===== src/rtl/dbus_master_if.sv =====
`default_nettype none
// ============================================================================
// Module  : dbus_master_if
// Purpose : Command-side and d-bus signal bundle for the dbus_master initiator.
// Rev     : 1.0  initial release
// ============================================================================
interface dbus_master_if #(
  parameter int ADDR_WIDTH = 11
);
  logic                  start;
  logic [ADDR_WIDTH+1:0] addr;
  logic [1:0]            size;
  logic                  wr;
  logic                  sign;
  logic [31:0]           wr_data;
  logic                  busy;
  logic                  done;
  logic                  err;
  logic [31:0]           rd_data;
  logic                  d_access;
  logic                  d_cs;
  logic [ADDR_WIDTH-1:0] d_addr;
  logic [3:0]            d_bytesel;
  logic [31:0]           d_wr_val;
  logic                  d_wr_en;
  logic [31:0]           d_data;
  logic                  d_ack;

  modport master (
    input  start, addr, size, wr, sign, wr_data, d_data, d_ack,
    output busy, done, err, rd_data,
    output d_access, d_cs, d_addr, d_bytesel, d_wr_val, d_wr_en
  );

  modport slave (
    output start, addr, size, wr, sign, wr_data, d_data, d_ack,
    input  busy, done, err, rd_data,
    input  d_access, d_cs, d_addr, d_bytesel, d_wr_val, d_wr_en
  );
endinterface
`default_nettype wire


===== src/rtl/dbus_master.sv =====
`default_nettype none
// ============================================================================
// Module  : dbus_master
// Purpose : Turns an 8/16/32-bit load/store command into one d-bus transaction.
//           Optional WAIT abort counter enabled by defining DBUS_MASTER_TIMEOUT_EN.
// Rev     : 1.0  initial release
// ============================================================================
module dbus_master #(
  parameter int ADDR_WIDTH     = 11,
  parameter int TIMEOUT_CYCLES = 64
) (
  input  wire logic     clk,
  input  wire logic     rst,
  dbus_master_if.master bus
);

  typedef enum logic [2:0] {
    S_IDLE  = 3'd0,
    S_REQ   = 3'd1,
    S_WAIT  = 3'd2,
    S_FAULT = 3'd3,
    S_DONE  = 3'd4
  } state_t;

  state_t                r_state;
  state_t                w_next;

  logic [1:0]            r_size;
  logic [1:0]            r_off;
  logic                  r_wr;
  logic                  r_sign;
  logic                  r_err;
  logic [31:0]           r_rd_data;
  logic                  r_d_access;
  logic [ADDR_WIDTH-1:0] r_d_addr;
  logic [3:0]            r_d_bytesel;
  logic [31:0]           r_d_wr_val;
  logic                  r_d_wr_en;

  logic                  w_misaligned;
  logic [3:0]            w_lanes;
  logic [31:0]           w_wr_val;
  logic [31:0]           w_shifted;
  logic [31:0]           w_load;
  logic                  w_timeout;

  // Decode of the incoming command; only consumed on the accept cycle.
  always_comb begin
    w_misaligned = 1'b0;
    w_lanes      = 4'b0000;
    w_wr_val     = bus.wr_data;
    case (bus.size)
      2'b00: begin
        w_lanes  = 4'b0001 << bus.addr[1:0];
        w_wr_val = {4{bus.wr_data[7:0]}};
      end
      2'b01: begin
        w_misaligned = bus.addr[0];
        w_lanes      = bus.addr[1] ? 4'b1100 : 4'b0011;
        w_wr_val     = {2{bus.wr_data[15:0]}};
      end
      2'b10: begin
        w_misaligned = |bus.addr[1:0];
        w_lanes      = 4'b1111;
      end
      default: w_misaligned = 1'b1;
    endcase
  end

  // Aligned accesses keep halves on a 16-bit boundary, so one byte-offset shift serves all sizes.
  always_comb begin
    w_shifted = bus.d_data >> {r_off, 3'b000};
    case (r_size)
      2'b00:   w_load = {{24{r_sign & w_shifted[7]}}, w_shifted[7:0]};
      2'b01:   w_load = {{16{r_sign & w_shifted[15]}}, w_shifted[15:0]};
      default: w_load = bus.d_data;
    endcase
  end

`ifdef DBUS_MASTER_TIMEOUT_EN
  localparam int c_CNT_W = $clog2(TIMEOUT_CYCLES + 1);
  logic [c_CNT_W-1:0] r_wait_cnt;

  always_ff @(posedge clk or posedge rst) begin
    if (rst) begin
      r_wait_cnt <= '0;
    end else if (r_state == S_REQ) begin
      r_wait_cnt <= '0;
    end else if (r_state == S_WAIT) begin
      r_wait_cnt <= r_wait_cnt + 1'b1;
    end
  end

  assign w_timeout = (r_state == S_WAIT) && (r_wait_cnt == c_CNT_W'(TIMEOUT_CYCLES - 1));
`else
  assign w_timeout = 1'b0;
`endif

  always_ff @(posedge clk or posedge rst) begin
    if (rst) begin
      r_state <= S_IDLE;
    end else begin
      r_state <= w_next;
    end
  end

  always_comb begin
    w_next = r_state;
    case (r_state)
      S_IDLE:  if (bus.start) w_next = w_misaligned ? S_FAULT : S_REQ;
      S_REQ:   w_next = S_WAIT;
      S_WAIT:  if (bus.d_ack || w_timeout) w_next = S_DONE;
      S_FAULT: w_next = S_DONE;
      S_DONE:  w_next = S_IDLE;
      default: w_next = S_IDLE;
    endcase
  end

  always_ff @(posedge clk or posedge rst) begin
    if (rst) begin
      r_size      <= 2'b00;
      r_off       <= 2'b00;
      r_wr        <= 1'b0;
      r_sign      <= 1'b0;
      r_err       <= 1'b0;
      r_rd_data   <= 32'h0;
      r_d_access  <= 1'b0;
      r_d_addr    <= '0;
      r_d_bytesel <= 4'b0000;
      r_d_wr_val  <= 32'h0;
      r_d_wr_en   <= 1'b0;
    end else begin
      r_d_access  <= 1'b0;
      r_d_addr    <= '0;
      r_d_bytesel <= 4'b0000;
      r_d_wr_val  <= 32'h0;
      r_d_wr_en   <= 1'b0;
      case (r_state)
        S_IDLE: begin
          if (bus.start) begin
            r_size <= bus.size;
            r_off  <= bus.addr[1:0];
            r_wr   <= bus.wr;
            r_sign <= bus.sign;
            if (!w_misaligned) begin
              r_d_access  <= 1'b1;
              r_d_addr    <= bus.addr[ADDR_WIDTH+1:2];
              r_d_bytesel <= w_lanes;
              r_d_wr_val  <= w_wr_val;
              r_d_wr_en   <= bus.wr;
            end
          end
        end
        S_WAIT: begin
          // An ack on the expiry cycle takes precedence over the abort.
          if (bus.d_ack) begin
            r_err <= 1'b0;
            if (!r_wr) r_rd_data <= w_load;
          end else if (w_timeout) begin
            r_err <= 1'b1;
          end
        end
        S_FAULT: r_err <= 1'b1;
        S_DONE:  r_err <= 1'b0;
        default: ;
      endcase
    end
  end

  assign bus.busy      = (r_state != S_IDLE);
  assign bus.done      = (r_state == S_DONE);
  assign bus.err       = r_err;
  assign bus.rd_data   = r_rd_data;
  assign bus.d_access  = r_d_access;
  assign bus.d_cs      = r_d_access;
  assign bus.d_addr    = r_d_addr;
  assign bus.d_bytesel = r_d_bytesel;
  assign bus.d_wr_val  = r_d_wr_val;
  assign bus.d_wr_en   = r_d_wr_en;

endmodule
`default_nettype wire


===== src/flat_wrapper.sv =====
// flat-port wrapper written by rule: the top's interface ports become plain ports
module dbus_master_flat 
#(
  parameter int ADDR_WIDTH     = 11,
  parameter int TIMEOUT_CYCLES = 64
)
  (clk, rst, bus_start, bus_addr, bus_size, bus_wr, bus_sign, bus_wr_data, bus_d_data, bus_d_ack, bus_busy, bus_done, bus_err, bus_rd_data, bus_d_access, bus_d_cs, bus_d_addr, bus_d_bytesel, bus_d_wr_val, bus_d_wr_en);
  dbus_master_if #(.ADDR_WIDTH(ADDR_WIDTH)) bus_i ();
  input  wire logic clk;
  input  wire logic rst;
  input wire logic [$bits(bus_i.start)-1:0] bus_start;
  input wire logic [$bits(bus_i.addr)-1:0] bus_addr;
  input wire logic [$bits(bus_i.size)-1:0] bus_size;
  input wire logic [$bits(bus_i.wr)-1:0] bus_wr;
  input wire logic [$bits(bus_i.sign)-1:0] bus_sign;
  input wire logic [$bits(bus_i.wr_data)-1:0] bus_wr_data;
  input wire logic [$bits(bus_i.d_data)-1:0] bus_d_data;
  input wire logic [$bits(bus_i.d_ack)-1:0] bus_d_ack;
  output wire logic [$bits(bus_i.busy)-1:0] bus_busy;
  output wire logic [$bits(bus_i.done)-1:0] bus_done;
  output wire logic [$bits(bus_i.err)-1:0] bus_err;
  output wire logic [$bits(bus_i.rd_data)-1:0] bus_rd_data;
  output wire logic [$bits(bus_i.d_access)-1:0] bus_d_access;
  output wire logic [$bits(bus_i.d_cs)-1:0] bus_d_cs;
  output wire logic [$bits(bus_i.d_addr)-1:0] bus_d_addr;
  output wire logic [$bits(bus_i.d_bytesel)-1:0] bus_d_bytesel;
  output wire logic [$bits(bus_i.d_wr_val)-1:0] bus_d_wr_val;
  output wire logic [$bits(bus_i.d_wr_en)-1:0] bus_d_wr_en;
  assign bus_i.start = bus_start;
  assign bus_i.addr = bus_addr;
  assign bus_i.size = bus_size;
  assign bus_i.wr = bus_wr;
  assign bus_i.sign = bus_sign;
  assign bus_i.wr_data = bus_wr_data;
  assign bus_i.d_data = bus_d_data;
  assign bus_i.d_ack = bus_d_ack;
  assign bus_busy = bus_i.busy;
  assign bus_done = bus_i.done;
  assign bus_err = bus_i.err;
  assign bus_rd_data = bus_i.rd_data;
  assign bus_d_access = bus_i.d_access;
  assign bus_d_cs = bus_i.d_cs;
  assign bus_d_addr = bus_i.d_addr;
  assign bus_d_bytesel = bus_i.d_bytesel;
  assign bus_d_wr_val = bus_i.d_wr_val;
  assign bus_d_wr_en = bus_i.d_wr_en;
  dbus_master #(.ADDR_WIDTH(ADDR_WIDTH), .TIMEOUT_CYCLES(TIMEOUT_CYCLES)) u_core (.clk(clk), .rst(rst), .bus(bus_i));
endmodule

===== config.mk =====
export PLATFORM = sky130hd
export DESIGN_NAME = dbus_master_flat
export DESIGN_NICKNAME = d
export VERILOG_FILES = /design/src/rtl/dbus_master_if.sv /design/src/rtl/dbus_master.sv /design/src/flat_wrapper.sv
export SDC_FILE = /design/constraint.sdc
export NUM_CORES = 1
export LEC_CHECK = 0
export CORE_MARGIN = 2
export CORE_UTILIZATION = 30
export DETAILED_ROUTE_END_ITERATION = 10
export DONT_BUFFER_PORTS = 1
export HOLD_SLACK_MARGIN = 0.12
export SLEW_MARGIN = 5
export SYNTH_ARGS = -nofsm -noshare
export SYNTH_HDL_FRONTEND = slang
export SYNTH_SLANG_ARGS = --single-unit

===== constraint.sdc =====
create_clock -name clk -period 3.8 [get_ports clk]
set_clock_uncertainty 0.05 [all_clocks]
set_input_delay 1.14 -clock clk [delete_from_list [all_inputs] [get_ports clk]]
set_output_delay 1.14 -clock clk [all_outputs]
set_load 0.03 [all_outputs]

# Word-level counts from Yosys, hierarchy flattened
# Index checks and enable logic that the tools add are counted.
[totals]
register_bits = 91
inputBits = 85
out_inout_bits = 85
wordCells = 62
[classes]
eq_ne = 9
shift = 2
mux = 26
bitwise_logic = 3
reduce_logical = 10
[ops]
columns = ["operator", "count"]
rows = [
  ["case mux 32 bit (2 select lines)", 2],
  ["two-way mux 32 bit", 3],
  ["two-way mux 11 bit", 3],
  [">> shifter 32 x 5 -> 16 bit", 1],
  ["two-way mux 4 bit", 4],
  ["case mux 3 bit (4 select lines)", 1],
  ["case mux 4 bit (3 select lines)", 1],
  ["two-way mux 1 bit", 7],
  ["== test 3 x 2 -> 1 bit (second input constant)", 2],
  ["two-way mux 3 bit", 2],
  ["case mux 1 bit (3 select lines)", 2],
  ["AND reduction 2 bit", 3],
  ["nonzero test 3 bit", 2],
  ["== test 2 x 1 -> 1 bit (second input constant)", 2],
  ["logical NOT 2 bit", 2],
  ["inequality test 2 bit (second input constant)", 2],
  ["<< shifter 1 x 2 -> 4 bit (first input constant)", 1],
  ["== test 3 x 1 -> 1 bit (second input constant)", 1],
  ["== test 3 bit (second input constant)", 1],
  ["logical NOT 3 bit", 1],
  ["AND reduction 3 bit", 1],
  ["AND 1 bit", 2],
  ["== test 2 bit (second input constant)", 1],
  ["two-way mux 2 bit", 1],
  ["2 further kinds", 2],
]

# Logic depth before layout (Yosys ltp)
[logic_depth]
word_depth = 5
mapped_depth = 8
ltp_nobuf = 5

# Worst setup path before layout
# OpenSTA, ideal clock, no wires.
[synth_path]
kind = "input to register"
startpoint = "input port bus_size[0]"
endpoint = "register u_core.r_d_wr_val[16], in the netlist u_core.bus.d_wr_val[16]"
setup_time_ps = 132
arrival_ps = 2202
required_time_ps = 3618
path_slack_ps = 1416
path_stages = 7
path_buffers = 3
path_cell_list = "clkbuf_1 -> nor3_2 -> nor2_1 -> or2_1 -> clkbuf_1 -> clkbuf_1 -> nor2_1"
[synth_via]
elab_chain_len = 5
word_cells_on_any_way = 8
[synth_lines]
columns = ["element", "line_no", "text"]
rows = [
  ["start: declaration", "flat_wrapper.sv:13", "input wire logic [$bits(bus_i.size)-1:0] bus_size;"],
  ["== test 2 bit, or another cell as far along", "dbus_master.sv:52", "case (bus.size)"],
  ["case mux 1 bit (3 select lines) or case mux 32 bit (2 select lines) (tied branches)", "dbus_master.sv:52", ""],
  ["two-way mux 32 bit *", "dbus_master.sv:145", "if (!w_misaligned) begin"],
  ["two-way mux 32 bit *", "dbus_master.sv:140", "if (bus.start) begin"],
  ["two-way mux 32 bit *", "dbus_master.sv:138", "case (r_state)"],
  ["end signal: assignment", "dbus_master.sv:149", "r_d_wr_val <= w_wr_val;"],
  ["end: declaration", "dbus_master.sv:37", "logic [31:0] r_d_wr_val;"],
]
# Every way passes the cells marked *; elsewhere a longest branch is shown, timed or not.
# A chain may end at the register's enable or synchronous reset.

# Worst setup path after layout
[layout_path]
startpoint = "register u_core.r_state[0]"
endpoint = "output port bus_done"
[layout_via]
elab_chain_len = 1
[layout_lines]
columns = ["element", "line_no", "text"]
rows = [
  ["start: declaration", "dbus_master.sv:25", "state_t r_state;"],
  ["start signal: assignment", "dbus_master.sv:103", "r_state <= w_next;"],
  ["== test 3 bit", "dbus_master.sv:171", "assign bus.done = (r_state == S_DONE);"],
  ["end: declaration", "flat_wrapper.sv:20", "output wire logic [$bits(bus_i.done)-1:0] bus_done;"],
]
# Every way passes these cells.

==> out/summary.txt <==
=====================================================================================
Cell internal power dissipation                                               2.16 mW
Overall die height                                                             121 µm
Detailed-route wire length                                                   11300 µm
Number of pins with negative max-slew slack in the final report                     0
Tightest slew margin relative to the limit                                      0.448
Starting density of the core                                                    0.308
Cell types occupying the most area after synthesis                       sky130_fd_sc_hd__dfrtp_1 (56%), sky130_fd_sc_hd__mux2i_1 (6.1%), sky130_fd_sc_hd__a21oi_1 (5.9%), sky130_fd_sc_hd__nand2_1 (4.4%), sky130_fd_sc_hd__nor2_1 (4.4%)
Total global routing track utilization                                          0.157
Area added between synthesis and finish                                         10.8%
CORE AREA                                                                   13200 µm²
RSZ-0062 raised after global routing                                            false
Hold Fails Final Rpt                                                                0
Post-layout worst setup margin                                                1.29 ns
Post-CTS Resized                                                                    0
Hold path cells                                                                     1
Number of buffers between clock root and the deepest sink                           2
Switching pwr                                                                 1.70 mW
Net count reported at finish                                                      477
Outcome                                                                     completed
Finish-stage setup viols                                                            0
Post-synthesis cell area                                                     4080 µm²
Buffers added on ports                                                              0
Wirelength per Cell                                                           19.8 µm
Antenna Violating Nets Remaining                                                    0
WS Path Type                                                                  reg2out
First-pass GRT wire length                                                   17200 µm
Num Clock Sinks                                                                    91
Number of rows created at floorplan                                                42
GP Congestion                                                                   0.862
Count of flip-flops with a built-in enable after synthesis                          0
Dominant cell type by area after synthesis                               sky130_fd_sc_hd__dfrtp_1
Worst Tran Pin Value                                                         0.828 ns
Post-CTS repair timing setup buffer count                                           0
Total power                                                                   3.86 mW
Logic depth of the worst register-to-register path                                  4
Post-layout min period                                                        2.51 ns
Endpoint arrival time on the critical path                                    1.32 ns
Final total negative setup slack                                                 0 ns
CTS tree                                                                          yes
Most used cells in the layout excluding fill and tap cells               sky130_fd_sc_hd__dfrtp_1 (91), sky130_fd_sc_hd__nand2_1 (48), sky130_fd_sc_hd__a21oi_1 (48), sky130_fd_sc_hd__nor2_1 (48)
Final period utilization                                                        0.661
Path category of the worst min-delay check                                    reg2reg
CP startpoint kind                                                          flip-flop
Leakage power summed over all cells                                           2.03 nW
Die W                                                                          121 µm
Portion of total power attributed to sequential cells                           0.519
Final HPWL DP                                                                 8290 µm
Net switching fraction of the power                                             0.440
Area share of the largest cell type after synthesis                             0.558
Total overflow reported by the global router                                        0
Required time of the critical path                                            2.61 ns
Maximum level of the CTS H-tree                                                     3
Register area share after synthesis                                             0.558
Number of DRC violations after detailed-routing iteration 0                       198
Count of vias placed by the detailed router                                      2963
Number of top-level pins                                                          170
Most instantiated flip-flop cell in the synthesis netlist                sky130_fd_sc_hd__dfrtp_1
Power Dens Cells                                                           853 nW/µm²
Total inserted antenna cells                                                        0
Category of the worst setup path capture point                             output pin
Comb power frac                                                                 0.245
Clock tree root buffer cell                                              sky130_fd_sc_hd__clkbuf_16
Clk Latency, worst-skew pair                                                  0.34 ns
Worst VDD drop                                                               0.208 mV
Die outline area                                                            14600 µm²
Register clock-pin slew on the reported worst setup and hold paths            0.07 ns
Post-synth net total                                                              490
Most frequent standard cell in the layout excluding fill and tap cells   sky130_fd_sc_hd__dfrtp_1
Post-synthesis average cell area                                             10.1 µm²
DRC Markers                                                                         0
Count of synthesis-stage warnings from yosys                                        0
Unique cell type count in the Yosys netlist                                        41
Vias per inst                                                                    5.18
Fraction of layout cells with a size suffix above 1                             0.104
Place WS                                                                     0.933 ns
Count of mapped cells out of synthesis                                            405
Register bit total from synthesis                                                  91
Number of buffers created by CTS                                                    9
Via count of the first global-routing pass                                       3046
Max-cap violations                                                                  0
Highest net fanout along the worst path                                             7
FMAX                                                                          398 MHz
Clock Power Share                                                               0.236
Share of flip-flops with an asynchronous set or reset                            1.00
Initial antenna violation count                                                     0
CTS Hold Bufs                                                                       0
Number of iterations in the first detailed-routing pass                             4
Largest net degree at the start of global routing                                  48
=====================================================================================
path summary, 6_finish.rpt:
path	end	slack, ns	startpoint
max	bus_done	1.29	u_core.r_state[0]
min	u_core.r_size[1]	0.46	u_core.r_size[1]
max reg2reg	u_core.bus.rd_data[11]	1.47	u_core.r_off[1]
min reg2reg	u_core.r_size[1]	0.46	u_core.r_size[1]
max in group asynchronous	u_core.bus.d_wr_val[24]	2.35	rst
min in group asynchronous	u_core.bus.rd_data[31]	0.70	rst
synthesized netlist by cell type, types with 2 or more instances:
master,number
sky130_fd_sc_hd__a21oi_1,48
sky130_fd_sc_hd__or3_1,2
sky130_fd_sc_hd__a22oi_1,9
sky130_fd_sc_hd__o21ai_0,25
sky130_fd_sc_hd__buf_1,3
sky130_fd_sc_hd__mux2_2,6
sky130_fd_sc_hd__nand2_1,48
sky130_fd_sc_hd__o22a_1,8
sky130_fd_sc_hd__nor2b_1,3
sky130_fd_sc_hd__buf_2,8
sky130_fd_sc_hd__and2_1,21
sky130_fd_sc_hd__nand3b_1,2
sky130_fd_sc_hd__clkbuf_1,13
sky130_fd_sc_hd__nor2_1,48
sky130_fd_sc_hd__inv_1,5
sky130_fd_sc_hd__nor3_2,2
sky130_fd_sc_hd__nand2b_1,6
sky130_fd_sc_hd__dfrtp_1,91
sky130_fd_sc_hd__nor3_1,2
sky130_fd_sc_hd__mux2i_1,25
sky130_fd_sc_hd__or2_2,9
sky130_fd_sc_hd__buf_4,2
stage by stage:
| step | util | hold WS, ns | std cells | instance area, µm² |
|---|---|---|---|---|
| 2_1_floorplan | - | 0.430 | 405 | 4080 |
| 3_3_place_gp | 0.319 | 0.454 | 557 | 4220 |
| 3_5_place_dp | 0.319 | 0.454 | 557 | 4220 |
| 4_1_cts | 0.341 | 0.469 | 572 | 4520 |
| 5_1_grt | 0.341 | 0.493 | 572 | 4520 |
| 6_report | 0.341 | 0.464 | 572 | 4520 |
state kept, by name, indices dropped and copies added, names as in the netlist:
register	flops
u_core.bus.rd_data	32
u_core.bus.d_wr_en	1
u_core.r_state	3
u_core.bus.d_wr_val	32
u_core.bus.err	1
u_core.bus.d_access	1
u_core.r_off	2
u_core.bus.d_addr	11
u_core.bus.d_bytesel	4
u_core.r_size	2
u_core.r_wr	1
u_core.r_sign	1
power by group through the flow:
stage / clock network [mW] / logic, mW / registers, mW
finish: 0.911 / 0.944 / 2.00
floorplan: 0 / 0.849 / 1.87
CTS: 0.933 / 0.956 / 2.01
global route: 0.984 / 1.07 / 2.04
global placement: 0 / 0.924 / 2.02
detailed placement: 0 / 0.955 / 2.03
cell type report:
type	instances	area, µm²
inverters	6	25.0
repair buffers	4	42.5
fillers	1360	8720
flip-flops and latches	91	2280
clock buffers	9	225
multi-input cells	280	1660
well taps	176	220
clock inverters	6	73.8
critical path, cell delays in order, from the launching register on:
cell                      delay (ns)
sky130_fd_sc_hd__dfrtp_1        0.46
sky130_fd_sc_hd__nor2_1         0.18
sky130_fd_sc_hd__and2_1         0.34
per-layer routing:
metal,vias up,GRT usage,wire (µm)
met1,1440,0.181,4480
met4,0,0.0690,278
met5,-,0,0
met2,162,0.244,5070
li1,1344,-,-
met3,17,0.0788,1480
kinds of logic (layout without fill, tap and decap cells):
logic type                count (synthesis)  count (layout)  synth area share
AOI/OAI and AO/OA                       100             100             0.151
xor gates and xnor gates                  2               2           0.00429
muxes                                    32              32            0.0815
DFF                                      91              91             0.558
buffers and inverters                    34              25            0.0377
and+or+nand+nor                         146             146             0.168
Note: power is estimated with default switching activity, not from simulation.
